## src/rtl/corelet_ctrl.sv

```systemverilog
// ============================================================================
// corelet_ctrl
// ----------------------------------------------------------------------------
// Instruction sequencer for one weight-stationary tile of the corelet.  Walks
// the datapath through: weights xmem->L0, kernel load into the MAC array,
// settle padding, activations xmem->L0, execute, then drains the OFIFO into
// pmem.  Emits one 34-bit instruction word per cycle.
//
// Instruction word layout (CEN/WEN active-low):
//   [33] acc      [32] CEN_pmem  [31] WEN_pmem  [30:20] A_pmem
//   [19] CEN_xmem [18] WEN_xmem  [17:7] A_xmem
//   [6] ofifo_rd  [5] ififo_wr   [4] ififo_rd   [3] l0_rd
//   [2] l0_wr     [1] execute    [0] load
//
// Ports:
//   clk          clock
//   reset        asynchronous active-low reset
//   start        one-cycle tile start pulse, dropped while busy
//   w_base       xmem base address of the col weight words
//   a_base       xmem base address of the activation words
//   p_base       pmem base address for the output rows
//   num_act      number of activation vectors T
//   acc_en       value driven on the acc bit during pmem writes
//   ofifo_valid  corelet OFIFO holds a readable row
//   inst         registered instruction word
//   busy         registered, high from the cycle after start through DONE
//   done         registered one-cycle end-of-tile pulse
// ============================================================================
module corelet_ctrl #(
    parameter int row       = 8,
    parameter int col       = 8,
    parameter int addr_bw   = 11,
    parameter int kload_pad = 10
) (
    input  logic               clk,
    input  logic               reset,
    input  logic               start,
    input  logic [addr_bw-1:0] w_base,
    input  logic [addr_bw-1:0] a_base,
    input  logic [addr_bw-1:0] p_base,
    input  logic [addr_bw-1:0] num_act,
    input  logic               acc_en,
    input  logic               ofifo_valid,
    output logic [33:0]        inst,
    output logic               busy,
    output logic               done
);

    // Word driven whenever nothing is happening: both SRAMs disabled.
    localparam logic [33:0] IDLE_WORD = 34'h1800C0000;

    localparam int B_ACC      = 33;
    localparam int B_CEN_P    = 32;
    localparam int B_WEN_P    = 31;
    localparam int B_AP_LO    = 20;
    localparam int B_CEN_X    = 19;
    localparam int B_AX_LO    = 7;
    localparam int B_OFIFO_RD = 6;
    localparam int B_L0_RD    = 3;
    localparam int B_L0_WR    = 2;
    localparam int B_EXEC     = 1;
    localparam int B_LOAD     = 0;

    // Terminal counts of the fixed-length phases.  W_L0 runs one extra
    // cycle so the last SRAM word (1-cycle read latency) lands in L0.
    localparam logic [addr_bw-1:0] WL0_LAST  = addr_bw'(col);
    localparam logic [addr_bw-1:0] LOAD_LAST = addr_bw'(col - 1);
    localparam logic [addr_bw-1:0] PAD_LAST  = addr_bw'(kload_pad - 1);
    localparam logic [addr_bw-1:0] ONE       = addr_bw'(1);

    // Reject parameter sets that would make the fixed phases degenerate.
    if (row < 1 || col < 1 || kload_pad < 1 || addr_bw < 4) begin : g_bad_params
        $error("corelet_ctrl: row, col and kload_pad must be >= 1, addr_bw >= 4");
    end

    typedef enum logic [2:0] {
        S_IDLE,
        S_W_L0,
        S_W_LOAD,
        S_W_PAD,
        S_A_L0,
        S_EXEC,
        S_OUT,
        S_DONE
    } state_t;

    state_t             state,   nxt_state;
    logic [addr_bw-1:0] k,       nxt_k;
    logic [addr_bw-1:0] w_q,     nxt_w;
    logic [addr_bw-1:0] a_q,     nxt_a;
    logic [addr_bw-1:0] p_q,     nxt_p;
    logic [addr_bw-1:0] t_q,     nxt_t;
    logic               acc_q,   nxt_acc;
    logic               pmem_wr;
    logic [addr_bw-1:0] pmem_addr;
    logic [33:0]        nxt_inst;

    // Next-state logic.  Because inst is registered, the word for a cycle is
    // built here from the state/counter that will be live in that cycle.
    // In OUT the counter k is the number of pmem writes already issued, so
    // it only advances when the OFIFO actually has a row to hand over; the
    // OFIFO valid sampled at an edge decides the word for the next cycle.
    always_comb begin
        nxt_state = state;
        nxt_k     = k;
        nxt_w     = w_q;
        nxt_a     = a_q;
        nxt_p     = p_q;
        nxt_t     = t_q;
        nxt_acc   = acc_q;
        pmem_wr   = 1'b0;
        pmem_addr = '0;
        nxt_inst  = IDLE_WORD;

        case (state)
            S_IDLE: begin
                if (start) begin
                    nxt_state = S_W_L0;
                    nxt_k     = '0;
                    nxt_w     = w_base;
                    nxt_a     = a_base;
                    nxt_p     = p_base;
                    nxt_t     = num_act;
                    nxt_acc   = acc_en;
                end
            end
            S_W_L0: begin
                if (k == WL0_LAST) begin
                    nxt_state = S_W_LOAD;
                    nxt_k     = '0;
                end else begin
                    nxt_k = k + ONE;
                end
            end
            S_W_LOAD: begin
                if (k == LOAD_LAST) begin
                    nxt_state = S_W_PAD;
                    nxt_k     = '0;
                end else begin
                    nxt_k = k + ONE;
                end
            end
            S_W_PAD: begin
                if (k == PAD_LAST) begin
                    nxt_state = (t_q != '0) ? S_A_L0 : S_DONE;
                    nxt_k     = '0;
                end else begin
                    nxt_k = k + ONE;
                end
            end
            S_A_L0: begin
                if (k == t_q) begin
                    nxt_state = S_EXEC;
                    nxt_k     = '0;
                end else begin
                    nxt_k = k + ONE;
                end
            end
            S_EXEC: begin
                if (k == t_q - ONE) begin
                    nxt_state = S_OUT;
                    nxt_k     = '0;
                end else begin
                    nxt_k = k + ONE;
                end
            end
            S_OUT: begin
                if (k == t_q) begin
                    nxt_state = S_DONE;
                    nxt_k     = '0;
                end
            end
            S_DONE: begin
                nxt_state = S_IDLE;
                nxt_k     = '0;
            end
            default: begin
                nxt_state = S_IDLE;
                nxt_k     = '0;
            end
        endcase

        // Drain one OFIFO row into pmem whenever OUT is live and a row is ready.
        if (nxt_state == S_OUT && ofifo_valid) begin
            pmem_wr   = 1'b1;
            pmem_addr = nxt_p + nxt_k;
            nxt_k     = nxt_k + ONE;
        end

        // Build the instruction word for the upcoming cycle; anything not
        // touched here keeps its IDLE value.
        case (nxt_state)
            S_W_L0: begin
                if (nxt_k < WL0_LAST) begin
                    nxt_inst[B_CEN_X]                 = 1'b0;
                    nxt_inst[B_AX_LO +: addr_bw]      = nxt_w + nxt_k;
                end
                if (nxt_k != '0) begin
                    nxt_inst[B_L0_WR] = 1'b1;
                end
            end
            S_W_LOAD: begin
                nxt_inst[B_L0_RD] = 1'b1;
                nxt_inst[B_LOAD]  = 1'b1;
            end
            S_A_L0: begin
                if (nxt_k < nxt_t) begin
                    nxt_inst[B_CEN_X]                 = 1'b0;
                    nxt_inst[B_AX_LO +: addr_bw]      = nxt_a + nxt_k;
                end
                if (nxt_k != '0) begin
                    nxt_inst[B_L0_WR] = 1'b1;
                end
            end
            S_EXEC: begin
                nxt_inst[B_L0_RD] = 1'b1;
                nxt_inst[B_EXEC]  = 1'b1;
            end
            S_OUT: begin
                if (pmem_wr) begin
                    nxt_inst[B_ACC]                   = nxt_acc;
                    nxt_inst[B_CEN_P]                 = 1'b0;
                    nxt_inst[B_WEN_P]                 = 1'b0;
                    nxt_inst[B_AP_LO +: addr_bw]      = pmem_addr;
                    nxt_inst[B_OFIFO_RD]              = 1'b1;
                end
            end
            default: begin
                nxt_inst = IDLE_WORD;
            end
        endcase
    end

    // State, counters, latched tile parameters and all outputs are registered
    // together; reset drops everything back to IDLE immediately.
    always_ff @(posedge clk or negedge reset) begin
        if (!reset) begin
            state <= S_IDLE;
            k     <= '0;
            w_q   <= '0;
            a_q   <= '0;
            p_q   <= '0;
            t_q   <= '0;
            acc_q <= 1'b0;
            inst  <= IDLE_WORD;
            busy  <= 1'b0;
            done  <= 1'b0;
        end else begin
            state <= nxt_state;
            k     <= nxt_k;
            w_q   <= nxt_w;
            a_q   <= nxt_a;
            p_q   <= nxt_p;
            t_q   <= nxt_t;
            acc_q <= nxt_acc;
            inst  <= nxt_inst;
            busy  <= (nxt_state != S_IDLE);
            done  <= (nxt_state == S_DONE);
        end
    end

endmodule

```

## config.mk

```make
export PLATFORM = sky130hd
export DESIGN_NAME = corelet_ctrl
export DESIGN_NICKNAME = d
export VERILOG_FILES = /design/src/rtl/corelet_ctrl.sv
export SDC_FILE = /design/constraint.sdc
export NUM_CORES = 1
export LEC_CHECK = 0
export CAP_MARGIN = 20
export CORE_ASPECT_RATIO = 0.7
export CORE_MARGIN = 2
export CORE_UTILIZATION = 50
export DETAILED_ROUTE_END_ITERATION = 8
export GPL_ROUTABILITY_DRIVEN = 0
export GPL_TIMING_DRIVEN = 0
export PLACE_DENSITY = 0.77
export SLEW_MARGIN = 30
export SYNTH_ARGS = -nofsm -noshare
export SYNTH_HDL_FRONTEND = slang
export SYNTH_SLANG_ARGS = --single-unit
```

## constraint.sdc

```tcl
create_clock -name clk -period 5.59 [get_ports clk]
set_clock_uncertainty 0.15 [all_clocks]
set_input_delay 0.559 -clock clk [delete_from_list [all_inputs] [get_ports clk]]
set_output_delay 0.559 -clock clk [all_outputs]
set_load 0.05 [all_outputs]
```

Word-level counts from Yosys, hierarchy flattened
Index checks and enable logic that the tools add are counted.
Operators by class
  eq/ne operators: 18
  order comparisons: 2
  reductions and logical operators: 7
  add/subtract/negate cells: 6
  multiplexer cells: 45
Operators with widths (count)
  11-bit two-way mux: 19
  11-bit case mux with 8 select lines: 1
  11-bit adder: 3
  14-bit two-way mux: 2
  3-bit equality test (second input constant): 8
  3-bit case mux with 8 select lines: 1
  11-bit by 1-bit adder with 11-bit output (second input constant): 2
  11-bit equality test: 2
  11-bit by 4-bit equality test with 1-bit output (second input constant): 2
  11-bit case mux with 2 select lines: 1
  11-bit nonzero test: 2
  3-bit two-way mux: 7
  1-bit two-way mux: 12
  11-bit by 3-bit equality test with 1-bit output (second input constant): 1
  11-bit less-than comparator: 1
  11-bit by 4-bit less-than comparator with 1-bit output (second input constant): 1
  11-bit by 1-bit subtractor with 11-bit output (second input constant): 1
  3-bit by 2-bit equality test with 1-bit output (second input constant): 3
  3-bit by 1-bit equality test with 1-bit output (second input constant): 2
  2-bit OR reduction: 2
  3-bit zero test: 1
  3-bit nonzero test: 1
  2-bit two-way mux: 1
  1-bit case mux with 2 select lines: 1
  1-bit logical AND: 1
Word-level totals
  word-level logic and storage cells: 88
  bits in registers: 92
  bits of input ports: 49
  output and inout port bits: 36

Depth between registers and ports, before layout
  depth after elaboration: 10
  gate-level depth with buffers: 26
  depth with buffers taken out: 24

Worst setup path before layout
Ideal clock, no wire load.
  path type: flip-flop to flip-flop
  start: reg t_q[1]
  end: reg inst[13]
  data required time: 5.319 ns
  clock period less this slack: 5.355 ns
  library setup time: 0.121 ns
  path buffers: 1
  setup slack: 0.235 ns
  cell stages (with the launch flop): 25
  data arrival time: 5.084 ns
  cell sequence: dfrtp_1 inv_1 ha_1 nor4b_2 and4b_1 o211ai_1 and2_1 or3_1 a41oi_2 inv_1 ha_1 and3_1 clkbuf_1 xor2_1 ha_1 a21oi_1 nor2_1 nor2_1 nor2b_1 and2_1 nand2_1 mux2i_1 a2111oi_0 xnor2_1 a22o_1
Between the ends
  word-level cells in the longest chain between the ends: 10
  elaborated cells on any way between the ends: 29
  those cells by class: add/sub (4); order compare (2); eq/ne (5); mux (16); reduce/logical (2)
RTL lines
  start, declared: line 92  | logic [addr_bw-1:0] t_q, nxt_t;
  start signal, assigned: line 254  | t_q <= nxt_t;
  branches (longest 6 deep; another with 11-bit by 1-bit subtractor with 11-bit output)
  11-bit two-way mux (*): line 184  | if (nxt_state == S_OUT && ofifo_valid) begin
  net nxt_k[2]: line 88  | logic [addr_bw-1:0] k, nxt_k;
  11-bit adder, or another cell as far along: line 209  | nxt_inst[B_AX_LO +: addr_bw] = nxt_a + nxt_k;
  11-bit two-way mux, on equally long branches: line 207, 194
  11-bit case mux with 2 select lines (*): line 192  | case (nxt_state)
  net nxt_inst[13]: line 96  | logic [33:0] nxt_inst;
  end signal, assigned: line 256  | inst <= nxt_inst;
  end, declared: line 44  | output logic [33:0] inst,
Mark *: on every way through the listed nets, which the timed path passes.

Worst setup path after layout
  start: reg t_q[0]
  end: reg inst[13]
Same word-level chain as after synthesis.

==> flow_summary.html <==
<table>
<tr><th>Metric</th><th>Value</th></tr>
<tr><th colspan="2">Finish</th></tr>
<tr><td>Final #Nets</td><td>approximately 900</td></tr>
<tr><td>Most common cell after layout, fill and taps aside</td><td>sky130_fd_sc_hd__nand2_1</td></tr>
<tr><td>Fill cells</td><td>978</td></tr>
<tr><td>Area added between synthesis and finish</td><td>27.7%</td></tr>
<tr><td>Fraction of final layout cells sized beyond drive strength 1</td><td>12.9%</td></tr>
<tr><td>Highest-count cells in the layout ignoring fill and taps</td><td>131 x sky130_fd_sc_hd__nand2_1, 87 x sky130_fd_sc_hd__dfrtp_1, 80 x sky130_fd_sc_hd__clkdlybuf4s50_1, 39 x sky130_fd_sc_hd__ha_1, 37 x sky130_fd_sc_hd__nor2_1</td></tr>
<tr><td>Storage element area</td><td>around 0.0023 mm²</td></tr>
<tr><td>Antenna cells</td><td>0</td></tr>
<tr><td>Multi-input gate area in the final layout</td><td>roughly 0.004 mm²</td></tr>
<tr><th colspan="2">Detailed routing</th></tr>
<tr><td>Detailed-router iteration count before antenna repair</td><td>5</td></tr>
<tr><td>Wire length after detailed routing</td><td>19400 µm</td></tr>
<tr><td>Number of design-rule violations left by the first detailed-router iteration</td><td>760</td></tr>
<tr><td>Detailed-route wire length per cell</td><td>19.6 µm</td></tr>
<tr><td>Number of nets with antenna violations after detailed routing</td><td>0</td></tr>
<tr><td>DRC</td><td>0</td></tr>
<tr><td>Total number of vias</td><td>about 6k</td></tr>
<tr><td>Via density</td><td>~6</td></tr>
<tr><th colspan="2">Synth</th></tr>
<tr><td>Synth top area cells</td><td>sky130_fd_sc_hd__dfrtp_1 35%, sky130_fd_sc_hd__ha_1 8.5%, sky130_fd_sc_hd__nand2_1 7.8%</td></tr>
<tr><td>#FFs+latches synth</td><td>91</td></tr>
<tr><td>Predominant post-synthesis flop cell</td><td>sky130_fd_sc_hd__dfrtp_1</td></tr>
<tr><td>Count of warnings emitted by yosys</td><td>0</td></tr>
<tr><td>Synth top area share</td><td>between 30% and 40%</td></tr>
<tr><td>Sequential share of the synthesized area</td><td>a little over a third</td></tr>
<tr><td>Library cell occupying the most area in the post-synthesis netlist</td><td>sky130_fd_sc_hd__dfrtp_1</td></tr>
<tr><td>Per-instance average area after synthesis</td><td>8.76 µm²</td></tr>
<tr><td>Share of flip-flops with an asynchronous set or reset</td><td>100%</td></tr>
<tr><td>Syn Inst Count</td><td>roughly 720</td></tr>
<tr><td>Distinct cell type count of the synthesized netlist</td><td>around 70</td></tr>
<tr><td>Synthesized area</td><td>roughly 0.0063 mm²</td></tr>
<tr><td>Post-synth EDFFs</td><td>0</td></tr>
<tr><th colspan="2">Die</th></tr>
<tr><td>Effective utilization at floorplan</td><td>51.2%</td></tr>
<tr><td>Core outline area</td><td>approximately 0.012 mm²</td></tr>
<tr><td>Die Footprint</td><td>0.0136 mm²</td></tr>
<tr><td>I/O pin total</td><td>between 80 and 90</td></tr>
<tr><td>Number of placement rows</td><td>34</td></tr>
<tr><td>Die extent in x</td><td>139 µm</td></tr>
<tr><td>Die H</td><td>between 90 and 100 µm</td></tr>
<tr><th colspan="2">Power and ir drop</th></tr>
<tr><td>PD cells</td><td>184 mW/mm²</td></tr>
<tr><td>Maximum resistive drop on vdd</td><td>between 0.00015 and 0.0002 V</td></tr>
<tr><td>Reported leakage power</td><td>3.78 nW</td></tr>
<tr><th colspan="2">Clock network</th></tr>
<tr><td>Buffer type at the clock tree root</td><td>sky130_fd_sc_hd__clkbuf_16</td></tr>
<tr><td>Later-pin clock latency in the skew report</td><td>between 300 and 400 ps</td></tr>
<tr><td>CTS HTree Levels</td><td>3</td></tr>
<tr><td>Num Clock Sinks</td><td>between 90 and 100</td></tr>
<tr><td>Number of buffers added by the clock tree synthesis step</td><td>9</td></tr>
<tr><td>CTS tree</td><td>built</td></tr>
<tr><td>Largest buffer count on any clock path</td><td>2</td></tr>
<tr><td>Clk pin slew, worst setup/hold paths</td><td>about 70 ps</td></tr>
<tr><th colspan="2">Worst setup path</th></tr>
<tr><td>Capturing element type of the critical path</td><td>flop</td></tr>
<tr><td>Slowest CP cell</td><td>sky130_fd_sc_hd__dfrtp_1</td></tr>
<tr><td>Buffering stage count on the worst path with inverters included</td><td>4</td></tr>
<tr><td>Setup slack, reg-to-reg</td><td>~77 ps</td></tr>
<tr><td>Cell count of the worst reg-to-reg path</td><td>25</td></tr>
<tr><td>Type of element launching the critical path</td><td>flop</td></tr>
<tr><td>Data arrival at the endpoint of the critical path</td><td>approximately 5600 ps</td></tr>
<tr><td>Data required time of the critical path</td><td>~5700 ps</td></tr>
<tr><td>Launch point of the worst reg-to-reg path</td><td>t_q[0]</td></tr>
<tr><td>Reg-to-Reg End</td><td>inst[13]</td></tr>
<tr><td>Critical setup path kind</td><td>flop to flop</td></tr>
<tr><td>Largest stage delay, worst path</td><td>~450 ps</td></tr>
<tr><td>Cell family contributing the most delay on the critical path</td><td>simple AND/OR/NAND/NOR gates</td></tr>
<tr><td>Critical Path Fanout Max</td><td>8</td></tr>
<tr><th colspan="2">Global routing</th></tr>
<tr><td>GRT Util Overall</td><td>around 28%</td></tr>
<tr><td>Initial antenna violation count</td><td>0</td></tr>
<tr><td>Wire length of the first global-routing pass</td><td>roughly 30000 µm</td></tr>
<tr><td>Pin count of the biggest net entering global routing</td><td>57</td></tr>
<tr><td>Global route overflow</td><td>0</td></tr>
<tr><td>Number of global-route vias before repair</td><td>about 5.9k</td></tr>
<tr><th colspan="2">Timing</th></tr>
<tr><td>Final-report max-slew violation count</td><td>0</td></tr>
<tr><td>Worst hold-check slack</td><td>330 ps</td></tr>
<tr><td>Post-layout minimum cycle time</td><td>between 5000 and 6000 ps</td></tr>
<tr><td>Setup repair after global routing missed its margin</td><td>true</td></tr>
<tr><td>Setup TNS</td><td>0 ps</td></tr>
<tr><td>Fmax</td><td>about 0.18 GHz</td></tr>
<tr><td>Number of setup violations in the final report</td><td>0</td></tr>
<tr><td>Ratio of final minimum period to clock period</td><td>98.6%</td></tr>
<tr><td>Final Hold Viols</td><td>0</td></tr>
<tr><td>Actual slew at the worst max-slew pin</td><td>877 ps</td></tr>
<tr><td>Worst slew margin</td><td>between 40 and 50%</td></tr>
<tr><th colspan="2">Run status</th></tr>
<tr><td>Run status</td><td>completed</td></tr>
<tr><th colspan="2">Worst hold path</th></tr>
<tr><td>Hold WC Path Type</td><td>flop to flop</td></tr>
<tr><td>Worst min-delay path startpoint</td><td>p_q[8]</td></tr>
<tr><td>Hold worst-path end</td><td>p_q[8]</td></tr>
<tr><td>Hold path cells</td><td>2</td></tr>
<tr><th colspan="2">Place</th></tr>
<tr><td>Post-detailed-placement half-perimeter wirelength</td><td>roughly 14000 µm</td></tr>
<tr><td>Number of I/O port buffers</td><td>81</td></tr>
<tr><th colspan="2">Job</th></tr>
<tr><td>Max-capacitance violation count</td><td>0</td></tr>
</table>
[Yosys cell counts, types with 3 or more instances]
cell	count
sky130_fd_sc_hd__clkbuf_1	30
sky130_fd_sc_hd__and3_1	16
sky130_fd_sc_hd__nor4_1	5
sky130_fd_sc_hd__xor2_1	26
sky130_fd_sc_hd__nor3_1	15
sky130_fd_sc_hd__nand2_1	131
sky130_fd_sc_hd__fa_1	3
sky130_fd_sc_hd__nand3b_1	5
sky130_fd_sc_hd__nor3b_1	6
sky130_fd_sc_hd__xnor2_1	33
sky130_fd_sc_hd__and2_1	8
sky130_fd_sc_hd__a31oi_1	7
sky130_fd_sc_hd__nand2b_1	5
sky130_fd_sc_hd__a21boi_0	3
sky130_fd_sc_hd__dfrtp_1	89
sky130_fd_sc_hd__nor4b_1	3
sky130_fd_sc_hd__nand3_1	21
sky130_fd_sc_hd__o311ai_0	4
sky130_fd_sc_hd__a31o_2	4
sky130_fd_sc_hd__nand4_1	10
sky130_fd_sc_hd__a211o_1	3
sky130_fd_sc_hd__a2111o_1	4
sky130_fd_sc_hd__a211oi_1	8
sky130_fd_sc_hd__a21o_1	6
sky130_fd_sc_hd__o31ai_1	3
sky130_fd_sc_hd__a21oi_1	26
sky130_fd_sc_hd__or2_2	5
sky130_fd_sc_hd__o21ai_0	18
sky130_fd_sc_hd__ha_1	43
sky130_fd_sc_hd__inv_1	38
sky130_fd_sc_hd__nor2b_1	10
sky130_fd_sc_hd__mux2i_1	18
sky130_fd_sc_hd__o21bai_1	5
sky130_fd_sc_hd__o21a_1	3
sky130_fd_sc_hd__a22o_1	13
sky130_fd_sc_hd__a2111oi_0	4
sky130_fd_sc_hd__nor2_1	41
sky130_fd_sc_hd__or3_1	8
sky130_fd_sc_hd__buf_4	4
[logic make-up after synthesis]
logic type	synth area share, %
xor+xnor	8.15
mux	2.84
other cells	0.118
fa+ha+maj	9.43
simple gates	23.4
buf+inv	5.03
compound gates	15.1
flops	36.0
[metal layers]
layer	share of wire, %	GRT usage (%)
met5	0	0
met4	3.0	8.71
met3	10	6.72
met2	43	43.2
met1	43	40.5
[metrics by stage]
stage                     instance area [µm²]  power [mW]  cells  setup slack [ps]  util, %
after floorplan                          6340       0.777    725               235        -
after global placement                   7360       0.845    968              -851     59.4
after detailed placement                 7390       0.854    969             -1060     59.7
after CTS                                7900        1.49    986              12.9     63.8
after global routing                     8100        1.54    990             -92.4     65.4
final                                    8100        1.49    990              76.6     65.4
[what timing repair did]
item | 4_1_cts | 5_1_grt
gates cloned | 0 | 0
pin swaps | 6 | 7
buffers inserted | 4 | 6
hold buffers | 1 | 0
hold endpoints to repair | 33 | 0
resized for setup | 33 | 36
endpoints found under the setup margin | 13 | 13
[state kept, by name, indices dropped and copies added (netlist names)]
name and cells:
a_q 11, acc_q 1, busy 1, done 1
inst 30, k 11, p_q 11, state 3
t_q 11, w_q 11
[report_power, final]
group	switching, mW	leakage, nW	internal (mW)
Sequential	0.0103	1.19	0.675
Combinational	0.0923	2.44	0.0786
Clock	0.274	0.151	0.363
[worst register-to-register path, stage by stage, from the launching register on]
cell and delay, ps:
sky130_fd_sc_hd__dfrtp_1 450, sky130_fd_sc_hd__inv_2 80, sky130_fd_sc_hd__ha_2 220, sky130_fd_sc_hd__nor4b_4 130, sky130_fd_sc_hd__buf_4 190, sky130_fd_sc_hd__a2111o_1 360
sky130_fd_sc_hd__and3_1 200, sky130_fd_sc_hd__and2_1 180, sky130_fd_sc_hd__or3_4 410, sky130_fd_sc_hd__a41oi_4 210, sky130_fd_sc_hd__inv_2 90, sky130_fd_sc_hd__ha_1 310
sky130_fd_sc_hd__nor2_2 170, sky130_fd_sc_hd__a21oi_4 50, sky130_fd_sc_hd__buf_12 150, sky130_fd_sc_hd__fa_1 450, sky130_fd_sc_hd__a21oi_2 170, sky130_fd_sc_hd__nor2_1 90
sky130_fd_sc_hd__nor2_2 140, sky130_fd_sc_hd__nor2b_2 80, sky130_fd_sc_hd__and2_1 180, sky130_fd_sc_hd__nand2_1 110, sky130_fd_sc_hd__mux2i_4 110, sky130_fd_sc_hd__a2111oi_4 320
sky130_fd_sc_hd__xnor2_1 150, sky130_fd_sc_hd__a22o_1 250
[how the worst max path moves through the flow]
stage	start	end	slack (ps)	depth (start not counted)
finish	t_q[0]	inst[13]	80	25
global placement	k[3]	inst[13]	-850	24
floorplan	t_q[1]	inst[13]	230	24
global route	k[6]	inst[17]	-90	23
CTS	t_q[0]	inst[13]	10	24
detailed placement	k[3]	inst[13]	-1060	24
[cell type report]
type                    count  share of cell area [%]
clock buffers              11                    3.00
repair buffers             93                    11.6
plain buffers              31                    1.89
clock inverters             5                   0.757
inverters                  39                    1.84
well taps                 162                    2.50
multi-input cells         558                    50.2
flip-flops and latches     91                    28.2
Power figures use the tool's default switching activity.
